**src/rtl/turnstile_pkg.sv**
```systemverilog
// Shared types and default constants for the fare-collection front end.
// Holds the coin encodings, the acceptor state enum and the default coin
// values and fare.
package turnstile_pkg;

  // Coin codes presented on coin_type
  typedef enum logic [1:0] {
    COIN_NONE = 2'b00,
    NICKEL    = 2'b01,
    DIME      = 2'b10,
    QUARTER   = 2'b11
  } coin_type_t;

  // Coin acceptor control states
  typedef enum logic [1:0] {
    IDLE      = 2'd0,
    COLLECT   = 2'd1,
    WAIT_PASS = 2'd2
  } acc_state_t;

  localparam int DEF_FARE        = 25;
  localparam int DEF_VAL_NICKEL  = 5;
  localparam int DEF_VAL_DIME    = 10;
  localparam int DEF_VAL_QUARTER = 25;
  localparam int DEF_CREDIT_W    = 6;

endpackage

```
**src/rtl/coin_value_dec.sv**
```systemverilog
// Purpose: decode a coin code into its credit value and a valid flag.
// Latency: combinational, zero cycles.
// Backpressure: none; pure decode.
// Ports: coin_type (code in), value (CREDIT_W credit value), valid (1 = real coin).
module coin_value_dec
  import turnstile_pkg::*;
#(
  parameter int CREDIT_W    = DEF_CREDIT_W,
  parameter int VAL_NICKEL  = DEF_VAL_NICKEL,
  parameter int VAL_DIME    = DEF_VAL_DIME,
  parameter int VAL_QUARTER = DEF_VAL_QUARTER
) (
  input  logic [1:0]          coin_type,
  output logic [CREDIT_W-1:0] value,
  output logic                valid
);

  always_comb begin
    value = '0;
    valid = 1'b0;
    case (coin_type_t'(coin_type))
      NICKEL: begin
        value = CREDIT_W'(VAL_NICKEL);
        valid = 1'b1;
      end
      DIME: begin
        value = CREDIT_W'(VAL_DIME);
        valid = 1'b1;
      end
      QUARTER: begin
        value = CREDIT_W'(VAL_QUARTER);
        valid = 1'b1;
      end
      default: begin
        value = '0;
        valid = 1'b0;
      end
    endcase
  end

endmodule

```
**src/rtl/coin_acceptor.sv**
```systemverilog
// Purpose: accumulate coin credit, pulse fare_paid to the turnstile, refund change/cancel.
// Latency: one cycle; an event sampled at edge n shows on the registered outputs after edge n.
// Backpressure: none; coins arriving while a passage is pending are returned via coin_reject.
// Ports: clk, reset (async active-low); coin_valid/coin_type, cancel, gate_unlocked in;
//        fare_paid, credit, change_valid/change_amt, coin_reject, busy out (all registered).
module coin_acceptor
  import turnstile_pkg::*;
#(
  parameter int FARE        = DEF_FARE,
  parameter int VAL_NICKEL  = DEF_VAL_NICKEL,
  parameter int VAL_DIME    = DEF_VAL_DIME,
  parameter int VAL_QUARTER = DEF_VAL_QUARTER,
  parameter int CREDIT_W    = DEF_CREDIT_W
) (
  input  logic                clk,
  input  logic                reset,
  input  logic                coin_valid,
  input  logic [1:0]          coin_type,
  input  logic                cancel,
  input  logic                gate_unlocked,
  output logic                fare_paid,
  output logic [CREDIT_W-1:0] credit,
  output logic                change_valid,
  output logic [CREDIT_W-1:0] change_amt,
  output logic                coin_reject,
  output logic                busy
);

  // Fare at the widened sum width so compares and subtraction never wrap
  localparam logic [CREDIT_W:0] FARE_X = (CREDIT_W+1)'(FARE);

  acc_state_t            state, state_n;
  logic                  saw_unlock, saw_unlock_n;
  logic [CREDIT_W-1:0]   credit_n, change_amt_n;
  logic                  fare_paid_n, change_valid_n, coin_reject_n, busy_n;
  logic [CREDIT_W-1:0]   coin_val;
  logic                  coin_ok;
  logic [CREDIT_W:0]     sum;

  coin_value_dec #(
    .CREDIT_W    (CREDIT_W),
    .VAL_NICKEL  (VAL_NICKEL),
    .VAL_DIME    (VAL_DIME),
    .VAL_QUARTER (VAL_QUARTER)
  ) u_dec (
    .coin_type (coin_type),
    .value     (coin_val),
    .valid     (coin_ok)
  );

  always_ff @(posedge clk or negedge reset) begin
    if (!reset) begin
      state        <= IDLE;
      saw_unlock   <= 1'b0;
      credit       <= '0;
      change_amt   <= '0;
      fare_paid    <= 1'b0;
      change_valid <= 1'b0;
      coin_reject  <= 1'b0;
      busy         <= 1'b0;
    end else begin
      state        <= state_n;
      saw_unlock   <= saw_unlock_n;
      credit       <= credit_n;
      change_amt   <= change_amt_n;
      fare_paid    <= fare_paid_n;
      change_valid <= change_valid_n;
      coin_reject  <= coin_reject_n;
      busy         <= busy_n;
    end
  end

  always_comb begin
    state_n        = state;
    saw_unlock_n   = saw_unlock;
    credit_n       = credit;
    change_amt_n   = change_amt;   // holds between change pulses
    fare_paid_n    = 1'b0;
    change_valid_n = 1'b0;
    coin_reject_n  = 1'b0;
    sum            = {1'b0, credit} + {1'b0, coin_val};

    case (state)
      IDLE, COLLECT: begin
        if (coin_valid && coin_ok && (sum >= FARE_X)) begin
          // Reaching the fare takes priority over a simultaneous cancel
          fare_paid_n  = 1'b1;
          credit_n     = '0;
          state_n      = WAIT_PASS;
          saw_unlock_n = 1'b0;
          if (sum > FARE_X) begin
            change_valid_n = 1'b1;
            change_amt_n   = CREDIT_W'(sum - FARE_X);
          end
        end else if (coin_valid && coin_ok) begin
          if (cancel) begin
            // Coin counted first, then everything refunded
            change_valid_n = 1'b1;
            change_amt_n   = sum[CREDIT_W-1:0];
            credit_n       = '0;
            state_n        = IDLE;
          end else begin
            credit_n = sum[CREDIT_W-1:0];
            state_n  = COLLECT;
          end
        end else begin
          coin_reject_n = coin_valid;
          // Zero credit means IDLE: cancel there must not emit an empty refund
          if (cancel && (credit != '0)) begin
            change_valid_n = 1'b1;
            change_amt_n   = credit;
            credit_n       = '0;
            state_n        = IDLE;
          end
        end
      end

      WAIT_PASS: begin
        coin_reject_n = coin_valid;
        // Leave only once the gate has opened and closed again
        if (saw_unlock && !gate_unlocked) begin
          state_n = IDLE;
        end else if (gate_unlocked) begin
          saw_unlock_n = 1'b1;
        end
      end

      default: begin
        state_n  = IDLE;
        credit_n = '0;
      end
    endcase

    busy_n = (state_n == WAIT_PASS);
  end

endmodule
```
**config.mk**
```make
export PLATFORM = sky130hd
export DESIGN_NAME = coin_acceptor
export DESIGN_NICKNAME = d
export VERILOG_FILES = /design/src/rtl/turnstile_pkg.sv /design/src/rtl/coin_value_dec.sv /design/src/rtl/coin_acceptor.sv
export SDC_FILE = /design/constraint.sdc
export NUM_CORES = 1
export LEC_CHECK = 0
export CAP_MARGIN = 10
export CORE_UTILIZATION = 55
export CTS_CLUSTER_DIAMETER = 150
export DETAILED_ROUTE_END_ITERATION = 6
export PLACE_DENSITY = 0.85
export SLEW_MARGIN = 20
export SYNTH_ARGS = -nofsm -noshare
export SYNTH_HDL_FRONTEND = slang
export SYNTH_SLANG_ARGS = --single-unit
```
**constraint.sdc**
```tcl
create_clock -name clk -period 5.8 [get_ports clk]
set_input_delay 1.16 -clock clk [delete_from_list [all_inputs] [get_ports clk]]
set_output_delay 1.16 -clock clk [all_outputs]
set_load 0.01 [all_outputs]
```
# After elaboration in Yosys (flattened, before gate mapping)

Index checks and enable logic that the tools add are counted.

Flip-flop bits (word level): 19
Input port bits: 7
Logic and storage cells: 72

$add $sub $neg: 2
$lt $le $gt $ge: 2
Eq/ne operators: 12
Multiplexer cells: 33
Bitwise gates (word level): 1
Reduce and logical (&&, ||, !) cells: 14

Operators by type and width:

| kind                                                                                | number |
|---|---|
| 6-bit 2-to-1 mux                                                                    | 9 |
| 1-bit 2-to-1 mux                                                                    | 15 |
| 5-bit one-hot mux with 3 select lines                                               | 1 |
| 6-bit one-hot mux with 2 select lines                                               | 1 |
| 2-bit == test, second input constant                                                | 4 |
| 2-bit 2-to-1 mux                                                                    | 4 |
| 4-bit AND reduction                                                                 | 2 |
| 6-bit by 5-bit adder with 7-bit output                                              | 1 |
| 7-bit by 5-bit greater-or-equal comparator with 1-bit output, second input constant | 1 |
| 7-bit by 5-bit greater-than comparator with 1-bit output, second input constant     | 1 |
| 2-bit != test, second input constant                                                | 3 |
| 6-bit nonzero test                                                                  | 1 |
| 6-bit by 5-bit subtractor with 6-bit output, second input constant                  | 1 |
| 2-bit by 1-bit == test with 1-bit output, second input constant                     | 2 |
| 1-bit logical AND                                                                   | 4 |
| 4-bit != test, second input constant                                                | 1 |
| 1-bit one-hot mux with 2 select lines                                               | 2 |
| 2-bit one-hot mux with 2 select lines                                               | 1 |
| 3-bit != test, second input constant                                                | 1 |
| 3-bit nonzero test                                                                  | 1 |
| 3-bit OR reduction                                                                  | 1 |
| 2-bit zero test                                                                     | 1 |
| 2-bit by 1-bit != test with 1-bit output, second input constant                     | 1 |
| 2-bit AND reduction                                                                 | 1 |
| 4 further kinds                                                                     | 4 |

# Depth between registers and ports, before layout

Gate-level depths: netlist (run 1).

Word-level depth: 8
Mapped depth: 12
Depth with buffers taken out: 11

# Cells and area by module

Synthesis (run 1) repeated with hierarchy kept, for this count alone.

Cells, all modules: 149
Area, all modules: 1371.3 sq um

By module, submodules not included:

| module         | instances | cells an instance | area an instance (sq um) |
|---|---|---|---|
| coin_acceptor  | 1         | 141               | 1323.8 |
| coin_value_dec | 1         | 8                 | 47.5 |

# Worst setup path before layout (run 1)

OpenSTA, ideal clock, no wires.

Path kind: input -> register
Start point: input coin_type[0]
End point: register change_amt[5]
Library setup time: 80 ps
Arrival: 3365 ps
Required time: 5720 ps
Path slack: 2354 ps
Cell stages on the path: 11
Buffers on the path: 1
Path through: ha_1 inv_1 fa_1 nand2b_1 a21oi_2 xnor2_1 buf_6 o311ai_2 o211ai_4 or4_1 o211ai_2

Word-level cells in the longest chain between the ends: 7
Elaborated cells on any way between the ends: 20
Those cells by class: add/sub: 2; order compare: 2; eq/ne: 5; mux: 6; reduce/logical: 5

RTL lines:

| item                                                                                              | line                                      | text |
|---|---|---|
| from (decl)                                                                                       | coin_acceptor.sv:18                       | `input logic [1:0] coin_type,` |
| 2-bit == test or 2-bit by 1-bit == test with 1-bit output (tied branches)                         | coin_value_dec.sv:21                      | `case (coin_type_t'(coin_type))` |
| 5-bit one-hot mux with 3 select lines or 3-bit OR reduction (tied branches)                       | n/a                                       |  |
| 6-bit by 5-bit adder with 7-bit output or 1-bit 2-to-1 mux (tied branches)                        | coin_acceptor.sv:81, coin_value_dec.sv:21 |  |
| 7-bit by 5-bit greater-or-equal comparator with 1-bit output or 1-bit logical AND (tied branches) | coin_acceptor.sv:85, coin_acceptor.sv:95  |  |
| 1-bit logical AND                                                                                 | coin_acceptor.sv:85                       | `if (coin_valid && coin_ok && (sum >= FARE_X)) begin` |
| 3-bit != test (no source line), or another cell as far along                                      | n/a                                       |  |
| 4-bit AND reduction (no source line)                                                              | n/a                                       |  |
| to (signal assigned)                                                                              | coin_acceptor.sv:65                       | `change_amt <= change_amt_n;` |
| to (decl)                                                                                         | coin_acceptor.sv:24                       | `output logic [CREDIT_W-1:0] change_amt,` |

Parallel ways exist; a longest one is shown, timed or not. The select of a mux whose other input is x is not followed.
A chain may end at the register's enable or synchronous reset.

# Worst setup path after layout (run 1)

Ends and elaborated chain as after synthesis.

==> impl_metrics.env, run 1 <==
export IMPL_clockBufferDepth=2
export IMPL_synth_nets=158
export IMPL_place_ws_ns=1.45
export IMPL_antenna_cells=0
export IMPL_fin_crit_ns=4.07
export IMPL_grt_pass1_wl_mm=4.97
export IMPL_route_detailed_drc=0
export IMPL_clock_skew_ns=0.00126
export IMPL_ys_warnings_count=0
export IMPL_grt_max_degree=20
export IMPL_cts_tree="done"
export IMPL_worstMarginPinSlew_ns=0.997
export IMPL_die_h_um=51.0
export IMPL_grt_usage_pct=25.8
export IMPL_clock_fmax_ghz=0.246
export IMPL_area_growth_synth_to_final_pct=18.8
export IMPL_end_kind="register"
export IMPL_drt_first_iter_violations=56
export IMPL_synth_edf_count=0
export IMPL_synth_top_area_cell="dfrtp_1"
export IMPL_cts_setup_buffers=0
export IMPL_netlist_area_um2=1320
export IMPL_worstPathMaxFanout=11
export IMPL_core_um2=2230
export IMPL_leakagePower_nw=0.682
export IMPL_first_pass_iters=7
export IMPL_slew_viol_final=0
export IMPL_netlist_top_cells_count="dfrtp_1 (19), nand2_1 (15), o21ai_0 (13)"
export IMPL_start_util_pct=59.1
export IMPL_setup_ws_ns=1.73
export IMPL_ys_seq_elements=19
export IMPL_vias=1194
export IMPL_place_congestion=0.895
export IMPL_cts_resized=0
export IMPL_criticalPathCategory="in -> reg"
export IMPL_synth_async_reset_ratio_pct=100
export IMPL_fp_dieW_um=51.0
export IMPL_final_hold_violation_count=0
export IMPL_hold_path_class="reg -> reg"
export IMPL_slew_headroom_pct=33.1
export IMPL_avgSynthCellArea_um2=9.23
export IMPL_finalSetupViolCount=0
export IMPL_cts_root_buf="clkbuf_4"
export IMPL_timing_final_crit_share_pct=70.1
export IMPL_clkTransAtPathRegs_ns=0.10
export IMPL_utilization_pct=70.2
export IMPL_crit_arrival_ns=4.28
export IMPL_required_ns=6.02
export IMPL_wl_mm=3.06
export IMPL_final_antenna_net_count=0
export IMPL_numCtsBuffers=3
export IMPL_status="complete, no violations"
export IMPL_pin_count=23
export IMPL_numPortBuffers=22
export IMPL_ir_drop_mv=0.332
export IMPL_maxCapViolCount=0
export IMPL_dpl_hpwl_mm=2.42
export IMPL_dieArea_um2=2600
export IMPL_synth_seq_area_share_pct=36.0
export IMPL_ys_flop_type="dfrtp_1"
export IMPL_cts_num_sinks=19
export IMPL_drive_gt1_share_pct=9.70
export IMPL_ctsHoldBuffers=0
export IMPL_p_total_w=0.000785
export IMPL_rows=17
export IMPL_grt_antenna_before_repair=0
export IMPL_fin_nets=181
export IMPL_synthTopCellsByArea="dfrtp_1 (36%), ha_1 (6.6%), o21ai_0 (4.9%), nand2_1 (4.3%), a21oi_1 (3.0%)"
export IMPL_cp_start_kind="input port"
export IMPL_clk_latency_ns=0.29
export IMPL_synthDistinctLibCells=49
export IMPL_avgViaCountPerCell=6.19
export IMPL_synthMostInstantiatedCell="dfrtp_1"
export IMPL_fin_tns_setup_ns=0
export IMPL_syn_inst=143
export IMPL_routedWlPerCell_um=15.9
export IMPL_rsz0062_at_grt="false"
export IMPL_htreeDepth=1
export IMPL_yosysTopAreaCellShare_pct=36.0
export IMPL_power_density_nw_per_um2=501
export IMPL_grt_overflow_total=0
export IMPL_grt_pass1_vias=1067
[power breakdown]
part / total (W) / switching, W / leakage, nW / internal (W)
Clock: 0.0000640 / 0.0000372 / 0.0150 / 0.0000267
Combinational: 0.000494 / 0.000279 / 0.416 / 0.000215
Sequential: 0.000227 / 0.0000454 / 0.251 / 0.000182
Total: 0.000785 / 0.000362 / 0.682 / 0.000423
[registers in the layout, indices dropped and copies added (netlist names)]
register / cells
state: 2
saw_unlock: 1
change_valid: 1
busy: 1
coin_reject: 1
credit: 6
fare_paid: 1
change_amt: 6
[layout make-up]
cell class | instances | area (um2)
timing repair buffer | 23 | 228
sequential | 19 | 475
tap | 28 | 35.0
multi-input combinational | 110 | 769
fill | 179 | 666
clock buffer | 4 | 26.3
inverter | 9 | 33.8
[critical path, stage by stage]
cell and delay (ns):
clkdlybuf4s50_1 0.56, nand2b_1 0.18, inv_1 0.06, ha_1 0.28
a21oi_2 0.21, o21bai_2 0.08, xnor2_1 0.69, or3_1 0.28
o211ai_4 0.14, or4_1 0.55, o211ai_2 0.08
[layer usage]
metal | global-route usage [%] | vias up | wire length [um]
li1 | - | 576 | -
met1 | 35.2 | 561 | 1380
met2 | 41.9 | 43 | 1420
met3 | 1.79 | 14 | 178
met4 | 11.1 | 0 | 89
met5 | 0 | - | 0
[logic make-up (layout without fill, tap and decap cells)]
kind of cell             count (synthesis)  after routing  share of synthesized area [%]
AO/OA/AOI/OAI                           51             51                           27.5
AND/OR/NAND/NOR                         47             47                           19.9
flip-flops                              19             19                           36.0
buffers and inverters                   14             36                           5.69
adder cells (fa/ha/maj)                  8              8                           8.15
XOR/XNOR                                 3              3                           1.99
multiplexers                             1              1                          0.758
[cells in the final DEF, fill, tap and decap left out, types with 2 or more instances in the layout]
| cell type | n |
|---|---|
| nor2b_1 | 2 |
| xnor2_1 | 2 |
| o21ai_1 | 4 |
| clkdlybuf4s50_1 | 22 |
| o22ai_1 | 2 |
| o21ai_0 | 13 |
| o311ai_1 | 2 |
| a211oi_1 | 3 |
| a31oi_1 | 2 |
| nand3_1 | 3 |
| nand2_1 | 15 |
| nor2_1 | 8 |
| o21a_1 | 3 |
| a21oi_2 | 2 |
| nor3_1 | 3 |
| clkbuf_4 | 3 |
| nand2b_1 | 2 |
| or3_1 | 3 |
| ha_1 | 7 |
| inv_1 | 8 |
| dfrtp_1 | 19 |
| a21oi_1 | 8 |
[final timing paths]
| path | startpoint | to | slack [ns] | cells past startpoint |
|---|---|---|---|---|
| max | coin_type[0] | change_amt[5] | 1.73 | 11 |
| max in group asynchronous | reset | state[0] | 3.97 | 1 |
| min | change_amt[0] | change_amt[0] | 0.51 | 1 |
| max reg2reg | credit[0] | change_amt[5] | 2.73 | 10 |
| min in group asynchronous | reset | state[1] | 1.33 | 1 |
| min reg2reg | change_amt[0] | change_amt[0] | 0.51 | 1 |
[metrics by stage]
stage	instance area (um2)	hold slack [ns]	instances
3_5_place_dp	1540	0.491	189
2_1_floorplan	1320	0.492	143
3_3_place_gp	1540	0.478	189
5_1_grt	1570	0.533	193
4_1_cts	1570	0.513	193
6_report	1570	0.509	193
Note: power is estimated with default switching activity, not from simulation.
==> run 2: changes to the inputs <==
CORE_UTILIZATION = 52   (was 55)
PLACE_DENSITY = 0.81   (was 0.85)
clock period = 3.8 ns   (was 5.8 ns; I/O delays follow)
==> impl_metrics.env, run 2 (synthesis gave the netlist of run 1 again) <==
export IMPL_first_pass_iters=4
export IMPL_cts_resized=0
export IMPL_numPortBuffers=22
export IMPL_grt_pass1_vias=1140
export IMPL_use_met2_pct=44.3
export IMPL_cp_start_kind="input port"
export IMPL_worstMarginPinSlew_ns=0.823
export IMPL_clkTransAtPathRegs_ns=0.09
export IMPL_die_h_um=52.4
export IMPL_clockBufferDepth=2
export IMPL_final_common_cell="clkdlybuf4s50_1"
export IMPL_grt_max_degree=20
export IMPL_clock_skew_ns=0.00978
export IMPL_grt_usage_pct=26.7
export IMPL_slew_headroom_pct=45.0
export IMPL_status="complete, no violations"
export IMPL_final_cell_mix="clkdlybuf4s50_1 (22), dfrtp_1 (19), nand2_1 (15)"
export IMPL_hold_path_class="reg -> reg"
export IMPL_numCtsBuffers=3
export IMPL_final_hold_violation_count=0
export IMPL_rows=17
export IMPL_fin_crit_ns=3.41
export IMPL_cts_num_sinks=19
export IMPL_criticalPathCategory="in -> reg"
export IMPL_wl_mm=3.22
export IMPL_core_um2=2300
export IMPL_start_util_pct=57.5
export IMPL_dpl_hpwl_mm=2.56
export IMPL_leakagePower_nw=0.714
export IMPL_worstPathMaxFanout=6
export IMPL_clk_latency_ns=0.30
export IMPL_grt_pass1_wl_mm=5.33
export IMPL_cp_cell_sequence="clkdlybuf4s50_1 > nand2b_1 > inv_1 > ha_1 > a21oi_2 > o21bai_2 > xnor2_1 > buf_4 > o31ai_2 > o21ai_1 > a221o_1 > a2bb2oi_1"
export IMPL_stdcell_count=200
export IMPL_fin_tns_setup_ns=0
export IMPL_htreeDepth=1
export IMPL_crit_arrival_ns=3.63
export IMPL_antenna_cells=0
export IMPL_grt_overflow_total=0
export IMPL_cts_tree="done"
export IMPL_cts_root_buf="clkbuf_4"
export IMPL_top_regs="change_amt x6, credit x6, state x2"
export IMPL_placed_area_um2=1590
export IMPL_end_kind="register"
export IMPL_fillers=179
export IMPL_route_detailed_drc=0
export IMPL_dieArea_um2=2740
export IMPL_pin_count=23
export IMPL_ir_drop_mv=0.492
export IMPL_drt_first_iter_violations=48
export IMPL_finalInstanceArea_um2=1620
export IMPL_finalSetupViolCount=0
export IMPL_slowest_delay_ns=0.50
export IMPL_slew_viol_final=0
export IMPL_place_congestion=0.955
export IMPL_timing_final_crit_share_pct=89.7
export IMPL_ctsHoldBuffers=0
export IMPL_drive_gt1_share_pct=13.4
export IMPL_grt_use_met3_pct=3.77
export IMPL_crit_buf_inv=3
export IMPL_post_place_cells=196
export IMPL_area_growth_synth_to_final_pct=22.7
export IMPL_cp_top_family="compound AO/OA/AOI/OAI gates"
export IMPL_busiest_layer="met2"
export IMPL_cts_setup_buffers=0
export IMPL_rsz0062_at_grt="false"
export IMPL_slowest_stage="clkdlybuf4s50_1"
export IMPL_final_antenna_net_count=0
export IMPL_required_ns=4.02
export IMPL_avgViaCountPerCell=6.18
export IMPL_maxCapViolCount=0
export IMPL_fin_nets=188
export IMPL_routedWlPerCell_um=16.1
export IMPL_met1_usage_pct=34.9
export IMPL_clock_fmax_ghz=0.293
export IMPL_power_density_nw_per_um2=771
export IMPL_fp_dieW_um=52.4
export IMPL_grt_antenna_before_repair=0
export IMPL_vias=1235
## run 2: layout make-up
type	instances	area (um2)	area share [%]
multi-input combinational	110	769	47.5
sequential	19	475	29.3
timing repair buffer	30	280	17.3
tap	28	35.0	2.16
inverter	9	33.8	2.08
clock buffer	4	26.3	1.62
## run 2: report_power, final
part / switching [W] / internal, W
sequential: 0.0000699 / 0.000278
clock: 0.0000600 / 0.0000409
combinational: 0.000434 / 0.000367
total: 0.000564 / 0.000685
## run 2: per-layer routing
layer / vias to the layer above / wire [um]
met5: - / 0
met4: 0 / 84
met3: 14 / 173
met2: 51 / 1570
met1: 583 / 1400
li1: 587 / -
## run 2: through the flow
stage	utilization, %	worst slack (ns)	power, W	hold slack [ns]
floorplan	-	0.754	0.000872	0.464
global route	70.5	0.263	0.00134	0.556
detailed placement	69.4	0.0934	0.00114	0.485
global placement	69.4	0.181	0.00111	0.483
CTS	70.5	0.392	0.00124	0.507
finish	70.5	0.392	0.00125	0.502
## run 2: tightest hold or removal path: cells and delay by family (launching register included)
kind | cells | cell delay (ns)
DFF | 1 | 0.36
and+or+nand+nor | 1 | 0.05
AOI/OAI and AO/OA | 1 | 0.06
## run 2: final timing paths
path                                 end     startpoint  cells past startpoint  slack, ns
max in group asynchronous  change_amt[1]          reset                      1       2.36
setup reg to reg           change_amt[5]      credit[0]                     10       0.86
hold / removal             change_amt[3]  change_amt[3]                      2       0.50
min in group asynchronous       state[1]          reset                      1       0.92
setup / recovery           change_amt[2]   coin_type[0]                     12       0.39
hold reg to reg            change_amt[3]  change_amt[3]                      2       0.50
==> run 3: changes to the inputs <==
CORE_ASPECT_RATIO = 0.7   (was unset)
==> impl_metrics.env, run 3 (synthesis gave the netlist of run 1 again) <==
export IMPL_drive_gt1_share_pct=11.8
export IMPL_slew_headroom_pct=47.0
export IMPL_seq_area_um2=475
export IMPL_fin_tns_setup_ns=0
export IMPL_crit_arrival_ns=3.75
export IMPL_p_total_w=0.00126
export IMPL_end_kind="register"
export IMPL_slowest_stage="clkdlybuf4s50_1"
export IMPL_slowest_delay_ns=0.57
export IMPL_grt_overflow_total=0
export IMPL_worstMarginPinSlew_ns=0.792
export IMPL_cts_tree="done"
export IMPL_route_detailed_drc=0
export IMPL_dpl_hpwl_mm=2.57
export IMPL_cp_start_kind="input port"
export IMPL_setup_ws_ns=0.286
export IMPL_finalSetupViolCount=0
export IMPL_rows=14
export IMPL_grt_pass1_wl_mm=5.51
export IMPL_fin_crit_ns=3.51
export IMPL_criticalPathCategory="in -> reg"
export IMPL_final_common_cell="clkdlybuf4s50_1"
export IMPL_post_place_cells=197
export IMPL_hold_path_class="reg -> reg"
export IMPL_area_growth_synth_to_final_pct=21.4
export IMPL_clockBufferDepth=2
export IMPL_final_cell_mix="clkdlybuf4s50_1 (22), dfrtp_1 (19), nand2_1 (15)"
export IMPL_fillers=195
export IMPL_core_um2=2280
export IMPL_power_density_nw_per_um2=787
export IMPL_die_h_um=44.2
export IMPL_grt_antenna_before_repair=0
export IMPL_vias=1199
export IMPL_dieArea_um2=2750
export IMPL_drt_first_iter_violations=48
export IMPL_final_hold_violation_count=0
export IMPL_cp_cell_sequence="clkdlybuf4s50_1 > ha_1 > inv_1 > fa_1 > nand2b_1 > a21oi_2 > xnor2_1 > o311ai_2 > o211ai_4 > or4_1 > o211ai_2"
export IMPL_ir_drop_mv=0.448
export IMPL_cts_setup_buffers=0
export IMPL_first_pass_iters=4
export IMPL_maxCapViolCount=0
export IMPL_grt_pass1_vias=1112
export IMPL_antenna_cells=0
export IMPL_slew_viol_final=0
export IMPL_clock_skew_ns=0.00575
export IMPL_final_antenna_net_count=0
export IMPL_place_congestion=0.958
export IMPL_numPortBuffers=22
export IMPL_clk_latency_ns=0.30
export IMPL_routedWlPerCell_um=16.3
export IMPL_required_ns=4.04
export IMPL_status="complete, no violations"
export IMPL_leakagePower_nw=0.700
export IMPL_pin_count=23
export IMPL_crit_buf_inv=2
export IMPL_wl_mm=3.27
export IMPL_clkTransAtPathRegs_ns=0.11
export IMPL_numCtsBuffers=3
export IMPL_worstPathMaxFanout=8
export IMPL_start_util_pct=58.0
export IMPL_fp_dieW_um=62.2
export IMPL_multi_input_area_um2=769
export IMPL_cts_root_buf="clkbuf_4"
export IMPL_stdcell_count=201
export IMPL_rsz0062_at_grt="false"
export IMPL_timing_final_crit_share_pct=92.5
export IMPL_grt_usage_pct=26.2
export IMPL_cp_top_family="compound AO/OA/AOI/OAI gates"
export IMPL_place_ws_ns=0.00218
export IMPL_avgViaCountPerCell=5.97
export IMPL_clock_fmax_ghz=0.285
export IMPL_cts_num_sinks=19
export IMPL_htreeDepth=1
export IMPL_ctsHoldBuffers=0
export IMPL_whs_ns=0.490
export IMPL_fin_nets=185
export IMPL_cts_resized=0
export IMPL_top_regs="change_amt x6, credit x6, state x2"
export IMPL_grt_max_degree=20
-- run 3: cell count changes in the layout (fill, tap and decap cells not counted), sizes merged --
cell and change:
buf -3
-- run 3: final cells by class --
class / instances / share of cell area, %
Tap cell: 32 / 2.50
Timing Repair Buffer: 27 / 16.1
Inverter: 9 / 2.11
Sequential cell: 19 / 29.7
Clock buffer: 4 / 1.64
Multi-Input combinational cell: 110 / 48.0
-- run 3: path summary, 6_finish.rpt --
check	slack (ns)	endpoint	cells past startpoint	start
worst max-delay path	0.29	change_amt[5]	11	coin_type[0]
worst min-delay path	0.49	change_amt[3]	2	change_amt[3]
worst max register to register	0.84	change_amt[5]	10	credit[0]
min in group asynchronous	0.90	state[0]	1	reset
max in group asynchronous	2.40	credit[0]	1	reset
worst min register to register	0.49	change_amt[3]	2	change_amt[3]
-- run 3: metrics by stage --
stage	util [%]	area [um2]
detailed placement	69.2	1580
global route	70.4	1600
CTS	70.4	1600
global placement	69.2	1580
floorplan	-	1320
finish	70.4	1600
-- run 3: worst min-delay path: stages (launching register included) --
cell and delay, ns:
dfrtp_1 0.36, nand2_1 0.04, o21ai_0 0.06
-- run 3: per-layer routing --
| metal | share of wire [%] | vias to the layer above | global-route usage, % |
|---|---|---|---|
| met1 | 49 | 565 | 37.5 |
| met2 | 43 | 52 | 41.3 |
| met4 | 0.34 | 0 | 3.26 |
| li1 | - | 578 | - |
| met5 | 0 | - | 0 |
| met3 | 7.5 | 4 | 6.96 |
-- run 3: power by group --
group          switching (W)  internal, W  leakage, nW
clock              0.0000628    0.0000410       0.0150
combinational       0.000453     0.000360        0.434
sequential         0.0000670     0.000277        0.251
